===== config.mk =====
export PLATFORM = sky130hd
export DESIGN_NAME = button_debouncer
export DESIGN_NICKNAME = d
export VERILOG_FILES = /design/src/rtl/debounce_pkg.sv /design/src/rtl/sync_2ff.sv /design/src/rtl/button_debouncer.sv
export SDC_FILE = /design/constraint.sdc
export NUM_CORES = 1
export LEC_CHECK = 0
export CORE_MARGIN = 3
export CORE_UTILIZATION = 50
export CTS_CLUSTER_DIAMETER = 200
export DETAILED_ROUTE_END_ITERATION = 8
export GPL_TIMING_DRIVEN = 1
export PLACE_DENSITY = 0.71
export SLEW_MARGIN = 20
export SYNTH_ARGS = -nofsm -noshare
export SYNTH_HDL_FRONTEND = slang
export SYNTH_SLANG_ARGS = --single-unit

===== constraint.sdc =====
create_clock -name clk -period 3.6 [get_ports clk]
set_input_delay 1.08 -clock clk [delete_from_list [all_inputs] [get_ports clk]]
set_output_delay 1.08 -clock clk [all_outputs]
set_load 0.01 [all_outputs]

===== src/rtl/debounce_pkg.sv =====
// Shared definitions for the push-button conditioning path: FSM state encoding
// and the default debounce window for a 50 MHz system clock.
package debounce_pkg;

  localparam int CLK_HZ                = 50_000_000;
  localparam int DEBOUNCE_MS           = 5;
  localparam int DEFAULT_STABLE_CYCLES = (CLK_HZ / 1000) * DEBOUNCE_MS;

  typedef enum logic [1:0] {
    IDLE_LOW  = 2'b00,
    WAIT_HIGH = 2'b01,
    IDLE_HIGH = 2'b10,
    WAIT_LOW  = 2'b11
  } state_t;

endpackage


===== src/rtl/sync_2ff.sv =====
// Two-flop synchroniser for asynchronous board inputs; RESET_VAL is the level
// both flops return to on reset.
module sync_2ff #(
  parameter logic RESET_VAL = 1'b0
) (
  input  logic clk,
  input  logic reset,
  input  logic d,
  output logic q
);

  logic r_s1;
  logic r_s2;

  always_ff @(posedge clk) begin
    if (reset) begin
      r_s1 <= RESET_VAL;
      r_s2 <= RESET_VAL;
    end else begin
      r_s1 <= d;
      r_s2 <= r_s1;
    end
  end

  assign q = r_s2;

endmodule


===== src/rtl/button_debouncer.sv =====
// Synchronises and debounces one raw button; emits a registered pressed level
// plus single-cycle rise/fall strobes.
module button_debouncer
  import debounce_pkg::*;
#(
  parameter int STABLE_CYCLES = DEFAULT_STABLE_CYCLES,
  parameter int CNT_W         = 18,
  parameter bit ACTIVE_LOW    = 1'b1
) (
  input  logic clk,
  input  logic reset,
  input  logic btn_raw,
  output logic btn_clean,
  output logic rise,
  output logic fall
);

  localparam logic [CNT_W-1:0] CNT_LAST = CNT_W'(STABLE_CYCLES - 1);

  logic             w_sync;
  logic             w_in;
  state_t           r_state, w_state_nxt;
  logic [CNT_W-1:0] r_cnt, w_cnt_nxt;
  logic             r_clean, w_clean_nxt;
  logic             r_rise, w_rise_nxt;
  logic             r_fall, w_fall_nxt;

  sync_2ff #(.RESET_VAL(ACTIVE_LOW)) u_sync (
    .clk   (clk),
    .reset (reset),
    .d     (btn_raw),
    .q     (w_sync)
  );

  // Normalise so that 1 always means pressed.
  assign w_in = w_sync ^ ACTIVE_LOW;

  always_ff @(posedge clk) begin
    if (reset) begin
      r_state <= IDLE_LOW;
      r_cnt   <= '0;
      r_clean <= 1'b0;
      r_rise  <= 1'b0;
      r_fall  <= 1'b0;
    end else begin
      r_state <= w_state_nxt;
      r_cnt   <= w_cnt_nxt;
      r_clean <= w_clean_nxt;
      r_rise  <= w_rise_nxt;
      r_fall  <= w_fall_nxt;
    end
  end

  // The level check is evaluated before the terminal count, so a bounce on the
  // completing cycle still rejects the transition.
  always_comb begin
    w_state_nxt = IDLE_LOW;
    w_cnt_nxt   = '0;
    w_clean_nxt = 1'b0;
    w_rise_nxt  = 1'b0;
    w_fall_nxt  = 1'b0;
    case (r_state)
      IDLE_LOW: begin
        if (w_in) begin
          w_state_nxt = WAIT_HIGH;
          w_cnt_nxt   = CNT_W'(1);
        end
      end
      WAIT_HIGH: begin
        if (!w_in) begin
          w_state_nxt = IDLE_LOW;
        end else if (r_cnt == CNT_LAST) begin
          w_state_nxt = IDLE_HIGH;
          w_clean_nxt = 1'b1;
          w_rise_nxt  = 1'b1;
        end else begin
          w_state_nxt = WAIT_HIGH;
          w_cnt_nxt   = r_cnt + CNT_W'(1);
        end
      end
      IDLE_HIGH: begin
        w_clean_nxt = 1'b1;
        if (!w_in) begin
          w_state_nxt = WAIT_LOW;
          w_cnt_nxt   = CNT_W'(1);
        end else begin
          w_state_nxt = IDLE_HIGH;
        end
      end
      WAIT_LOW: begin
        if (w_in) begin
          w_state_nxt = IDLE_HIGH;
          w_clean_nxt = 1'b1;
        end else if (r_cnt == CNT_LAST) begin
          w_state_nxt = IDLE_LOW;
          w_fall_nxt  = 1'b1;
        end else begin
          w_state_nxt = WAIT_LOW;
          w_clean_nxt = 1'b1;
          w_cnt_nxt   = r_cnt + CNT_W'(1);
        end
      end
      default: begin
        w_state_nxt = IDLE_LOW;
      end
    endcase
  end

  assign btn_clean = r_clean;
  assign rise      = r_rise;
  assign fall      = r_fall;

endmodule


==> impl_metrics.xml, run 1 <==
<?xml version="1.0" encoding="UTF-8"?>
<metrics>
  <group name="die">
    <metric name="starting_density_of_the_core" unit="%">56.8</metric>
    <metric name="floorplan.die_area" unit="um^2">2700</metric>
    <metric name="floorplan.rows" unit="">15</metric>
    <metric name="coreArea" unit="um^2">1860</metric>
    <metric name="die_width" unit="um">51.9</metric>
    <metric name="top_level_ports" unit="">6</metric>
    <metric name="fp.dieH" unit="um">51.9</metric>
  </group>
  <group name="clock_network">
    <metric name="cts_root_buf" unit="">sky130_fd_sc_hd__clkbuf_4</metric>
    <metric name="cts_resized" unit="">0</metric>
    <metric name="clk_pin_slew_worst_paths" unit="ns">0.13</metric>
    <metric name="clock-sinks" unit="">24</metric>
    <metric name="cts_htree_levels" unit="">1</metric>
    <metric name="cts_tree" unit="">done</metric>
    <metric name="postCtsHoldBufs" unit="">0</metric>
    <metric name="tritoncts.num_buffers" unit="">3</metric>
    <metric name="cts_setup_buffers" unit="">0</metric>
    <metric name="cts.path.max_buffers" unit="">2</metric>
    <metric name="clock_latency" unit="ns">0.31</metric>
  </group>
  <group name="min_path">
    <metric name="min_delay_worst_endpoint" unit="">u_sync.q</metric>
    <metric name="min_delay_path_depth" unit="">1</metric>
    <metric name="hp-class" unit="">register to register</metric>
    <metric name="worst_hold_startpoint" unit="">u_sync.r_s1</metric>
  </group>
  <group name="logic_synthesis">
    <metric name="postSynthCellCount" unit="">113</metric>
    <metric name="synthesis.yosys.warnings" unit="">0</metric>
    <metric name="post_syn_area_per_cell" unit="um^2">9.33</metric>
    <metric name="yosys_register_bits" unit="">24</metric>
    <metric name="netlist_top_cells_area" unit="">sky130_fd_sc_hd__dfxtp_1 46%, sky130_fd_sc_hd__xnor2_1 6.6%, sky130_fd_sc_hd__nor2_1 5.7%, sky130_fd_sc_hd__xor2_1 5.0%, sky130_fd_sc_hd__nand3_1 2.8%</metric>
    <metric name="synthDistinctLibCells" unit="">32</metric>
    <metric name="synth_seq_area_share" unit="%">45.6</metric>
    <metric name="synth_area" unit="um^2">1050</metric>
    <metric name="synth_top_cell_area_share" unit="%">45.6</metric>
    <metric name="postSynthNetCount" unit="">117</metric>
    <metric name="post-synth-top-area-cell" unit="">sky130_fd_sc_hd__dfxtp_1</metric>
  </group>
  <group name="power">
    <metric name="cellLeakagePower" unit="nW">0.349</metric>
    <metric name="power_density_over_the_cells" unit="nW/um^2">396</metric>
    <metric name="irDropWorstVdd" unit="uV">234</metric>
    <metric name="power.total" unit="mW">0.464</metric>
  </group>
  <group name="placement">
    <metric name="hpwlAfterDp" unit="mm">1.31</metric>
    <metric name="portBuffers" unit="">5</metric>
    <metric name="detailedPlace.worstSlack" unit="ns">1.07</metric>
    <metric name="place_area" unit="um^2">1120</metric>
    <metric name="gp_congestion" unit="">0.775</metric>
  </group>
  <group name="global_routing">
    <metric name="first_global_vias" unit="">751</metric>
    <metric name="initial_antenna_violation_count" unit="">0</metric>
    <metric name="overflow_after_grt" unit="">0</metric>
    <metric name="maximum_number_of_pins_on_one_net_before_global_route_repair" unit="">15</metric>
    <metric name="grt_pass1_wl" unit="mm">3.15</metric>
    <metric name="global_route.usage.total" unit="%">15.9</metric>
  </group>
  <group name="finish">
    <metric name="layout_cell_share_with_drive_strength_beyond_1" unit="%">10.8</metric>
    <metric name="finalCoreUtilization" unit="%">63.2</metric>
    <metric name="antenna_cells_inserted" unit="">0</metric>
    <metric name="layout-area-overhead-vs-synth" unit="%">11.3</metric>
    <metric name="nNetsFinal" unit="">125</metric>
    <metric name="layout.cell_area.non_filler" unit="um^2">1170</metric>
    <metric name="fillers" unit="">145</metric>
  </group>
  <group name="worst_setup_path">
    <metric name="crit-reg2reg-launch" unit="">r_cnt[0]</metric>
    <metric name="r2r.worst_path.cells" unit="">5</metric>
    <metric name="timing_worst_setup_path_type" unit="">register to primary output</metric>
    <metric name="critical_path.endpoint_type" unit="">primary output</metric>
    <metric name="timing.critical_path.from_type" unit="">register</metric>
    <metric name="cp_data_arrival_time" unit="ns">1.31</metric>
    <metric name="critPathLaunch" unit="">btn_clean</metric>
    <metric name="crit_family" unit="">buffers and inverters</metric>
    <metric name="cp_max_stage_delay" unit="ns">0.57</metric>
    <metric name="reg2reg_slack" unit="ns">1.63</metric>
    <metric name="number_of_buffers_and_inverters_on_the_critical_path" unit="">1</metric>
    <metric name="worst-path-max-fanout" unit="">5</metric>
    <metric name="timing.critical_path.required" unit="ns">2.52</metric>
    <metric name="crit_chain" unit="">clkdlybuf4s50_1</metric>
    <metric name="timing.rr.end" unit="">r_cnt[16]</metric>
    <metric name="timing.critical_path.slowest_stage_cell" unit="">sky130_fd_sc_hd__clkdlybuf4s50_1</metric>
  </group>
  <group name="route">
    <metric name="drt_drc" unit="">0</metric>
    <metric name="dr.first_iter.drc_count" unit="">14</metric>
    <metric name="avgViaCountPerCell" unit="">5.42</metric>
    <metric name="route.detailed.wl_per_inst" unit="um">12.3</metric>
    <metric name="postRouteWirelength" unit="mm">1.78</metric>
    <metric name="drt.antenna.violating_nets" unit="">0</metric>
    <metric name="drtPass1Iterations" unit="">4</metric>
    <metric name="dr_total_vias" unit="">786</metric>
  </group>
  <group name="sta">
    <metric name="timing.slew.headroom" unit="%">58.7</metric>
    <metric name="report.final.hold_viol_count" unit="">0</metric>
    <metric name="timing.fmax" unit="GHz">0.419</metric>
    <metric name="min_period_over_period" unit="%">66.4</metric>
    <metric name="setup-tns-final" unit="ns">0</metric>
    <metric name="number_of_failing_setup_endpoints_in_the_final_timing_report" unit="">0</metric>
    <metric name="fin_ws" unit="ns">1.21</metric>
    <metric name="worst_skew" unit="ns">0.00266</metric>
    <metric name="grt_setup_unrepaired" unit="">false</metric>
    <metric name="finalCriticalPeriod" unit="ns">2.39</metric>
    <metric name="worst_slew_pin_slew" unit="ns">0.614</metric>
    <metric name="final-max-slew-violation-count" unit="">0</metric>
  </group>
  <group name="run">
    <metric name="maxcap_viol_count" unit="">0</metric>
  </group>
  <group name="status">
    <metric name="outcome" unit="">complete, no violations</metric>
  </group>
</metrics>
## state kept, by name, indices dropped and copies added, names as in the netlist
| register | flops |
|---|---|
| r_cnt | 18 |
| btn_clean | 1 |
| u_sync.q | 1 |
| rise | 1 |
| u_sync.r_s1 | 1 |
| fall | 1 |
| r_state | 1 |
## through the flow
stage | std cells | hold slack (ns)
after floorplan | 113 | 0.389
after global placement | 141 | 0.393
after detailed placement | 141 | 0.399
after CTS | 145 | 0.434
after global routing | 145 | 0.459
final | 145 | 0.430
## synth_stat cells
library cell	count
sky130_fd_sc_hd__o21ai_0	2
sky130_fd_sc_hd__inv_1	5
sky130_fd_sc_hd__nor2_1	16
sky130_fd_sc_hd__a21bo_2	1
sky130_fd_sc_hd__and4_1	1
sky130_fd_sc_hd__nand3_1	6
sky130_fd_sc_hd__or4_2	1
sky130_fd_sc_hd__a31oi_1	1
sky130_fd_sc_hd__a21oi_1	2
sky130_fd_sc_hd__nor3b_1	1
sky130_fd_sc_hd__or2_2	3
sky130_fd_sc_hd__mux2i_1	1
sky130_fd_sc_hd__a21o_1	1
sky130_fd_sc_hd__nand4_1	4
sky130_fd_sc_hd__xnor2_1	8
sky130_fd_sc_hd__nor4_1	3
sky130_fd_sc_hd__ha_1	1
sky130_fd_sc_hd__a211oi_1	2
sky130_fd_sc_hd__or4b_1	1
sky130_fd_sc_hd__nor4_4	1
sky130_fd_sc_hd__nand3_4	1
sky130_fd_sc_hd__nand2_1	5
sky130_fd_sc_hd__xor2_1	6
sky130_fd_sc_hd__nor3_1	6
sky130_fd_sc_hd__and3_1	3
sky130_fd_sc_hd__or4_1	2
sky130_fd_sc_hd__nand3_2	1
sky130_fd_sc_hd__dfxtp_1	24
sky130_fd_sc_hd__or4_4	1
sky130_fd_sc_hd__clkbuf_1	1
sky130_fd_sc_hd__buf_6	1
sky130_fd_sc_hd__and2_1	1
## cell type report
type                    instances  area [um^2]  share of cell area [%]
repair buffers                  5         50.0                    4.26
flip-flops and latches         24          480                    40.9
clock buffers                   3         22.5                    1.92
well taps                      25         31.3                    2.67
inverters                       5         18.8                    1.60
clock inverters                 1         30.0                    2.56
multi-input cells              82          541                    46.1
## where the power goes
part | switching [mW] | internal, mW | total [mW]
sequential | 0.00134 | 0.267 | 0.269
clock | 0.0780 | 0.113 | 0.191
combinational | 0.00182 | 0.00332 | 0.00514
## logic make-up after synthesis
logic type / count (synthesis) / share of synthesized area, %
adders and majority gates: 1 / 1.19
DFF: 24 / 45.6
AOI/OAI and AO/OA: 9 / 5.58
xor gates and xnor gates: 14 / 11.6
muxes: 1 / 0.949
and+or+nand+nor: 57 / 31.9
buffers and inverters: 7 / 3.20
## worst max-delay path by stage
stage | end | cells after the start
floorplan | r_cnt[12] | 4
global placement | r_cnt[16] | 4
detailed placement | r_cnt[16] | 4
CTS | btn_clean | 1
global route | btn_clean | 1
finish | btn_clean | 1
## placed cells by master, fill, tap and decap left out, drive strengths merged
cell	count
a211oi	2
a21bo	1
a21o	1
a21oi	2
a31oi	1
and2	1
and3	3
and4	1
bufinv	1
clkbuf	3
clkdlybuf4s50	5
dfxtp	24
ha	1
inv	5
mux2i	1
nand2	5
nand3	8
nand4	4
nor2	16
nor3	6
nor3b	1
nor4	4
o21ai	2
or2	3
or4	4
or4b	1
xnor2	8
xor2	6
## layer usage
metal / part of all wire [%] / routed length [um] / track usage (%) / up-vias
met4: 1.9 / 34 / 10.5 / 0
met5: 0 / 0 / 0 / -
met2: 46 / 818 / 23.2 / 8
li1: - / - / - / 410
met1: 51 / 901 / 21.2 / 364
met3: 1.6 / 28 / 2.87 / 4
(Power assumes the default switching activity.)
==> run 2, diff against run 1 <==
PLACE_DENSITY = 0.73   (was 0.71)
clock period = 2.13 ns   (was 3.6 ns; I/O delays follow)
==> impl_metrics.xml, run 2 (synthesized netlist as in run 1, its figures left out) <==
<?xml version="1.0" encoding="UTF-8"?>
<metrics>
  <group name="status">
    <metric name="outcome" unit="">complete, no violations</metric>
  </group>
  <group name="sta">
    <metric name="timing.fmax" unit="GHz">0.511</metric>
    <metric name="timing.slew.headroom" unit="%">61.2</metric>
    <metric name="finalCriticalPeriod" unit="ns">1.96</metric>
    <metric name="grt_setup_unrepaired" unit="">false</metric>
    <metric name="number_of_failing_setup_endpoints_in_the_final_timing_report" unit="">0</metric>
    <metric name="min_period_over_period" unit="%">91.8</metric>
    <metric name="worst_slew_pin_slew" unit="ns">0.577</metric>
    <metric name="setup-tns-final" unit="ns">0</metric>
    <metric name="fin_ws" unit="ns">0.174</metric>
    <metric name="final-max-slew-violation-count" unit="">0</metric>
    <metric name="hold_slack" unit="ns">0.425</metric>
    <metric name="worst_skew" unit="ns">0.00296</metric>
    <metric name="report.final.hold_viol_count" unit="">0</metric>
  </group>
  <group name="worst_setup_path">
    <metric name="critical_path.endpoint_type" unit="">register</metric>
    <metric name="timing.rr.end" unit="">r_cnt[16]</metric>
    <metric name="timing.critical_path.from_type" unit="">register</metric>
    <metric name="timing_worst_setup_path_type" unit="">register to register</metric>
    <metric name="cp_data_arrival_time" unit="ns">2.21</metric>
    <metric name="worst-path-max-fanout" unit="">5</metric>
    <metric name="crit-reg2reg-launch" unit="">r_cnt[0]</metric>
    <metric name="reg2reg_slack" unit="ns">0.17</metric>
    <metric name="r2r.worst_path.cells" unit="">5</metric>
    <metric name="critPathLaunch" unit="">r_cnt[0]</metric>
    <metric name="timing.critical_path.required" unit="ns">2.39</metric>
    <metric name="worstSetupEndpoint" unit="">r_cnt[16]</metric>
  </group>
  <group name="clock_network">
    <metric name="clk_pin_slew_worst_paths" unit="ns">0.13</metric>
    <metric name="cts_tree" unit="">done</metric>
    <metric name="cts_resized" unit="">0</metric>
    <metric name="postCtsHoldBufs" unit="">0</metric>
    <metric name="cts_setup_buffers" unit="">0</metric>
    <metric name="cts.path.max_buffers" unit="">2</metric>
    <metric name="cts_htree_levels" unit="">1</metric>
    <metric name="cts_root_buf" unit="">sky130_fd_sc_hd__clkbuf_4</metric>
    <metric name="clock_latency" unit="ns">0.31</metric>
    <metric name="clock-sinks" unit="">24</metric>
    <metric name="tritoncts.num_buffers" unit="">3</metric>
  </group>
  <group name="global_routing">
    <metric name="grt.met3_usage" unit="%">2.58</metric>
    <metric name="global_route.usage.met2" unit="%">27.0</metric>
    <metric name="initial_antenna_violation_count" unit="">0</metric>
    <metric name="maximum_number_of_pins_on_one_net_before_global_route_repair" unit="">15</metric>
    <metric name="gr-usage-met1" unit="%">21.8</metric>
    <metric name="grt.busiest_layer" unit="">met2</metric>
    <metric name="first_global_vias" unit="">761</metric>
    <metric name="global_route.usage.total" unit="%">16.6</metric>
    <metric name="overflow_after_grt" unit="">0</metric>
    <metric name="grt_pass1_wl" unit="mm">3.38</metric>
  </group>
  <group name="route">
    <metric name="avgViaCountPerCell" unit="">5.54</metric>
    <metric name="drt.antenna.violating_nets" unit="">0</metric>
    <metric name="route.detailed.wl_per_inst" unit="um">12.8</metric>
    <metric name="postRouteWirelength" unit="mm">1.89</metric>
    <metric name="dr.first_iter.drc_count" unit="">18</metric>
    <metric name="drt_drc" unit="">0</metric>
    <metric name="dr_total_vias" unit="">815</metric>
    <metric name="drtPass1Iterations" unit="">4</metric>
  </group>
  <group name="placement">
    <metric name="place_area" unit="um^2">1140</metric>
    <metric name="gp_congestion" unit="">0.770</metric>
    <metric name="hpwlAfterDp" unit="mm">1.40</metric>
    <metric name="portBuffers" unit="">5</metric>
    <metric name="detailedPlace.worstSlack" unit="ns">0.140</metric>
  </group>
  <group name="finish">
    <metric name="nNetsFinal" unit="">127</metric>
    <metric name="antenna_cells_inserted" unit="">0</metric>
    <metric name="number_of_flip_flops_in_the_largest_register" unit="">18</metric>
    <metric name="max_flop_register" unit="">r_cnt</metric>
    <metric name="layout.cells.most_common_list" unit="">24 x sky130_fd_sc_hd__dfxtp_1, 16 x sky130_fd_sc_hd__nor2_1, 8 x sky130_fd_sc_hd__xnor2_1</metric>
    <metric name="layout.cell_area.non_filler" unit="um^2">1190</metric>
    <metric name="finalCoreUtilization" unit="%">64.0</metric>
    <metric name="layout_commonest_cell" unit="">sky130_fd_sc_hd__dfxtp_1</metric>
    <metric name="layout-area-overhead-vs-synth" unit="%">12.7</metric>
    <metric name="layout_cell_share_with_drive_strength_beyond_1" unit="%">12.3</metric>
  </group>
  <group name="die">
    <metric name="fp.dieH" unit="um">51.9</metric>
    <metric name="die_width" unit="um">51.9</metric>
    <metric name="floorplan.die_area" unit="um^2">2700</metric>
    <metric name="coreArea" unit="um^2">1860</metric>
    <metric name="starting_density_of_the_core" unit="%">56.8</metric>
    <metric name="floorplan.rows" unit="">15</metric>
    <metric name="top_level_ports" unit="">6</metric>
  </group>
  <group name="run">
    <metric name="maxcap_viol_count" unit="">0</metric>
  </group>
  <group name="power">
    <metric name="irDropWorstVdd" unit="uV">461</metric>
    <metric name="cellLeakagePower" unit="nW">0.357</metric>
    <metric name="power_density_over_the_cells" unit="nW/um^2">663</metric>
  </group>
  <group name="min_path">
    <metric name="hp-class" unit="">register to register</metric>
  </group>
</metrics>
==> run 2: changes by cell type in the layout (fill, tap and decap cells not counted) <==
cell,delta
sky130_fd_sc_hd__buf_4,+2
==> run 2: worst max-delay path, stage by stage (launching register included) <==
cell and delay [ns]:
sky130_fd_sc_hd__dfxtp_1 0.40, sky130_fd_sc_hd__ha_1 0.24, sky130_fd_sc_hd__nand3_2 0.15, sky130_fd_sc_hd__or4_4 0.56
sky130_fd_sc_hd__or4_1 0.41, sky130_fd_sc_hd__a21oi_1 0.14
==> run 2: cell type report <==
cell class | instances | area [um^2]
Multi-Input combinational cell | 82 | 541
Tap cell | 25 | 31.3
Timing Repair Buffer | 7 | 65.1
Sequential cell | 24 | 480
Clock inverter | 1 | 30.0
Inverter | 5 | 18.8
Clock buffer | 3 | 22.5
Fill cell | 166 | 669
==> run 2: how the worst min path moves through the flow <==
stage                startpoint  depth (start not counted)        to  slack (ns)
global placement    u_sync.r_s1                          1  u_sync.q        0.39
CTS                 u_sync.r_s1                          1  u_sync.q        0.43
detailed placement  u_sync.r_s1                          1  u_sync.q        0.39
global route        u_sync.r_s1                          1  u_sync.q        0.43
floorplan           u_sync.r_s1                          1  u_sync.q        0.39
finish              u_sync.r_s1                          1  u_sync.q        0.43
==> run 2: routing by layer <==
| layer | routed length, um | vias up | part of all wire, % |
|---|---|---|---|
| li1 | - | 413 | - |
| met1 | 922 | 388 | 49 |
| met2 | 913 | 12 | 48 |
| met3 | 40 | 2 | 2.1 |
| met4 | 10 | 0 | 0.53 |
| met5 | 0 | - | 0 |
==> run 2: power breakdown <==
part | total, mW | leakage (nW) | internal, mW | switching (mW)
logic | 0.0105 | 0.136 | 0.00680 | 0.00372
registers | 0.454 | 0.194 | 0.452 | 0.00212
clock network | 0.324 | 0.0279 | 0.190 | 0.134
total | 0.788 | 0.357 | 0.649 | 0.140
==> run 2: stage by stage <==
stage                     power (mW)  cells
after floorplan                0.467    113
after global placement         0.474    143
after detailed placement       0.474    143
after CTS                      0.799    147
after global routing           0.814    147
final                          0.788    147
==> run 3, diff against run 2 <==
CORE_MARGIN = default   (was 3)
==> impl_metrics.xml, run 3 (synthesized netlist as in run 1, its figures left out) <==
<?xml version="1.0" encoding="UTF-8"?>
<metrics>
  <group name="sta">
    <metric name="report.final.hold_viol_count" unit="">0</metric>
    <metric name="grt_setup_unrepaired" unit="">false</metric>
    <metric name="timing.fmax" unit="GHz">0.516</metric>
    <metric name="setup-tns-final" unit="ns">0</metric>
    <metric name="finalCriticalPeriod" unit="ns">1.94</metric>
    <metric name="fin_ws" unit="ns">0.194</metric>
    <metric name="timing.slew.headroom" unit="%">60.2</metric>
    <metric name="min_period_over_period" unit="%">90.9</metric>
    <metric name="worst_skew" unit="ns">0.00921</metric>
    <metric name="worst_slew_pin_slew" unit="ns">0.591</metric>
    <metric name="number_of_failing_setup_endpoints_in_the_final_timing_report" unit="">0</metric>
    <metric name="final-max-slew-violation-count" unit="">0</metric>
    <metric name="hold_slack" unit="ns">0.424</metric>
  </group>
  <group name="die">
    <metric name="top_level_ports" unit="">6</metric>
    <metric name="die_width" unit="um">47.9</metric>
    <metric name="coreArea" unit="um^2">1980</metric>
    <metric name="floorplan.die_area" unit="um^2">2300</metric>
    <metric name="floorplan.rows" unit="">16</metric>
    <metric name="starting_density_of_the_core" unit="%">53.2</metric>
    <metric name="fp.dieH" unit="um">47.9</metric>
  </group>
  <group name="power">
    <metric name="seq_power_share" unit="%">65.1</metric>
    <metric name="power_switching_share" unit="%">19.3</metric>
    <metric name="clock_power_share" unit="%">33.4</metric>
    <metric name="combinationalPowerShare" unit="%">1.5</metric>
    <metric name="irDropWorstVdd" unit="uV">342</metric>
    <metric name="switchingPower" unit="mW">0.135</metric>
    <metric name="internal_power" unit="mW">0.563</metric>
    <metric name="power_density_over_the_cells" unit="nW/um^2">593</metric>
    <metric name="cellLeakagePower" unit="nW">0.351</metric>
  </group>
  <group name="placement">
    <metric name="portBuffers" unit="">5</metric>
    <metric name="hpwlAfterDp" unit="mm">1.29</metric>
    <metric name="detailedPlace.worstSlack" unit="ns">0.135</metric>
    <metric name="dpl.cell_count" unit="">145</metric>
    <metric name="gp_congestion" unit="">0.761</metric>
    <metric name="place_area" unit="um^2">1140</metric>
  </group>
  <group name="clock_network">
    <metric name="clk_pin_slew_worst_paths" unit="ns">0.12</metric>
    <metric name="cts_resized" unit="">0</metric>
    <metric name="clock-sinks" unit="">24</metric>
    <metric name="cts_tree" unit="">done</metric>
    <metric name="cts_root_buf" unit="">sky130_fd_sc_hd__clkbuf_4</metric>
    <metric name="cts_setup_buffers" unit="">0</metric>
    <metric name="clock_latency" unit="ns">0.31</metric>
    <metric name="tritoncts.num_buffers" unit="">3</metric>
    <metric name="postCtsHoldBufs" unit="">0</metric>
    <metric name="cts_htree_levels" unit="">1</metric>
    <metric name="cts.path.max_buffers" unit="">2</metric>
  </group>
  <group name="finish">
    <metric name="number_of_flip_flops_in_the_largest_register" unit="">18</metric>
    <metric name="max_flop_register" unit="">r_cnt</metric>
    <metric name="layout_commonest_cell" unit="">sky130_fd_sc_hd__dfxtp_1</metric>
    <metric name="nNetsFinal" unit="">127</metric>
    <metric name="antenna_cells_inserted" unit="">0</metric>
    <metric name="stdcell_count" unit="">149</metric>
    <metric name="layout-area-overhead-vs-synth" unit="%">11.4</metric>
    <metric name="layout_cell_share_with_drive_strength_beyond_1" unit="%">12.3</metric>
    <metric name="layout.cell_area.non_filler" unit="um^2">1170</metric>
    <metric name="layout.cells.most_common_list" unit="">24 x sky130_fd_sc_hd__dfxtp_1, 16 x sky130_fd_sc_hd__nor2_1, 8 x sky130_fd_sc_hd__xnor2_1</metric>
  </group>
  <group name="worst_setup_path">
    <metric name="timing.critical_path.required" unit="ns">1.49</metric>
    <metric name="cp_max_stage_delay" unit="ns">0.57</metric>
    <metric name="number_of_buffers_and_inverters_on_the_critical_path" unit="">1</metric>
    <metric name="cp_data_arrival_time" unit="ns">1.30</metric>
    <metric name="timing.critical_path.from_type" unit="">register</metric>
    <metric name="worst-path-max-fanout" unit="">5</metric>
    <metric name="critical_path.endpoint_type" unit="">primary output</metric>
    <metric name="crit_chain" unit="">clkdlybuf4s50_1</metric>
    <metric name="reg2reg_slack" unit="ns">0.20</metric>
    <metric name="crit_family" unit="">buffers and inverters</metric>
    <metric name="timing.critical_path.slowest_stage_cell" unit="">sky130_fd_sc_hd__clkdlybuf4s50_1</metric>
    <metric name="timing_worst_setup_path_type" unit="">register to primary output</metric>
  </group>
  <group name="global_routing">
    <metric name="maximum_number_of_pins_on_one_net_before_global_route_repair" unit="">15</metric>
    <metric name="initial_antenna_violation_count" unit="">0</metric>
    <metric name="overflow_after_grt" unit="">0</metric>
    <metric name="grt_pass1_wl" unit="mm">2.71</metric>
    <metric name="first_global_vias" unit="">612</metric>
    <metric name="global_route.usage.total" unit="%">17.2</metric>
  </group>
  <group name="min_path">
    <metric name="hp-class" unit="">register to register</metric>
  </group>
  <group name="route">
    <metric name="avgViaCountPerCell" unit="">5.30</metric>
    <metric name="drtPass1Iterations" unit="">4</metric>
    <metric name="drt_drc" unit="">0</metric>
    <metric name="dr_total_vias" unit="">790</metric>
    <metric name="route.detailed.wl_per_inst" unit="um">11.8</metric>
    <metric name="dr.first_iter.drc_count" unit="">14</metric>
    <metric name="postRouteWirelength" unit="mm">1.75</metric>
    <metric name="drt.antenna.violating_nets" unit="">0</metric>
  </group>
  <group name="status">
    <metric name="outcome" unit="">complete, no violations</metric>
  </group>
  <group name="run">
    <metric name="maxcap_viol_count" unit="">0</metric>
  </group>
</metrics>
## run 3: changes by cell type in the layout (fill, tap and decap cells not counted), sizes merged
cell    previous run  this run
bufinv             1         0
clkbuf             3         4
## run 3: path summary, 6_finish.rpt
check / cells after the start / from / endpoint
worst min register to register: 1 / u_sync.r_s1 / u_sync.q
worst min-delay path: 1 / u_sync.r_s1 / u_sync.q
worst max register to register: 5 / r_cnt[0] / r_cnt[16]
worst max-delay path: 1 / btn_clean / btn_clean
## run 3: area by class of cell
class	count	area (um^2)
Clock buffer	4	36.3
Fill cell	180	807
Inverter	5	18.8
Multi-Input combinational cell	82	541
Sequential cell	24	480
Tap cell	27	33.8
Timing Repair Buffer	7	65.1
## run 3: through the flow
step / total power [mW] / utilization [%]
after detailed placement: 0.474 / 57.4
after CTS: 0.701 / 59.3
after global routing: 0.720 / 59.3
final: 0.697 / 59.3
after global placement: 0.474 / 57.4
after floorplan: 0.467 / -
## run 3: per-layer routing
metal	wire (um)	up-vias	share of wire (%)	GRT usage (%)
met5	0	-	0	0
met4	10	0	0.57	6.67
met3	33	2	1.9	3.40
met2	796	6	45	25.4
met1	912	370	52	24.5
li1	-	412	-	-
## run 3: power groups by stage
stage	sequential, mW	clock [mW]	combinational, mW
3_3_place_gp	0.464	0	0.0102
2_1_floorplan	0.463	0	0.00357
5_1_grt	0.455	0.255	0.0114
6_report	0.454	0.233	0.0103
4_1_cts	0.454	0.237	0.0103
3_5_place_dp	0.464	0	0.0103
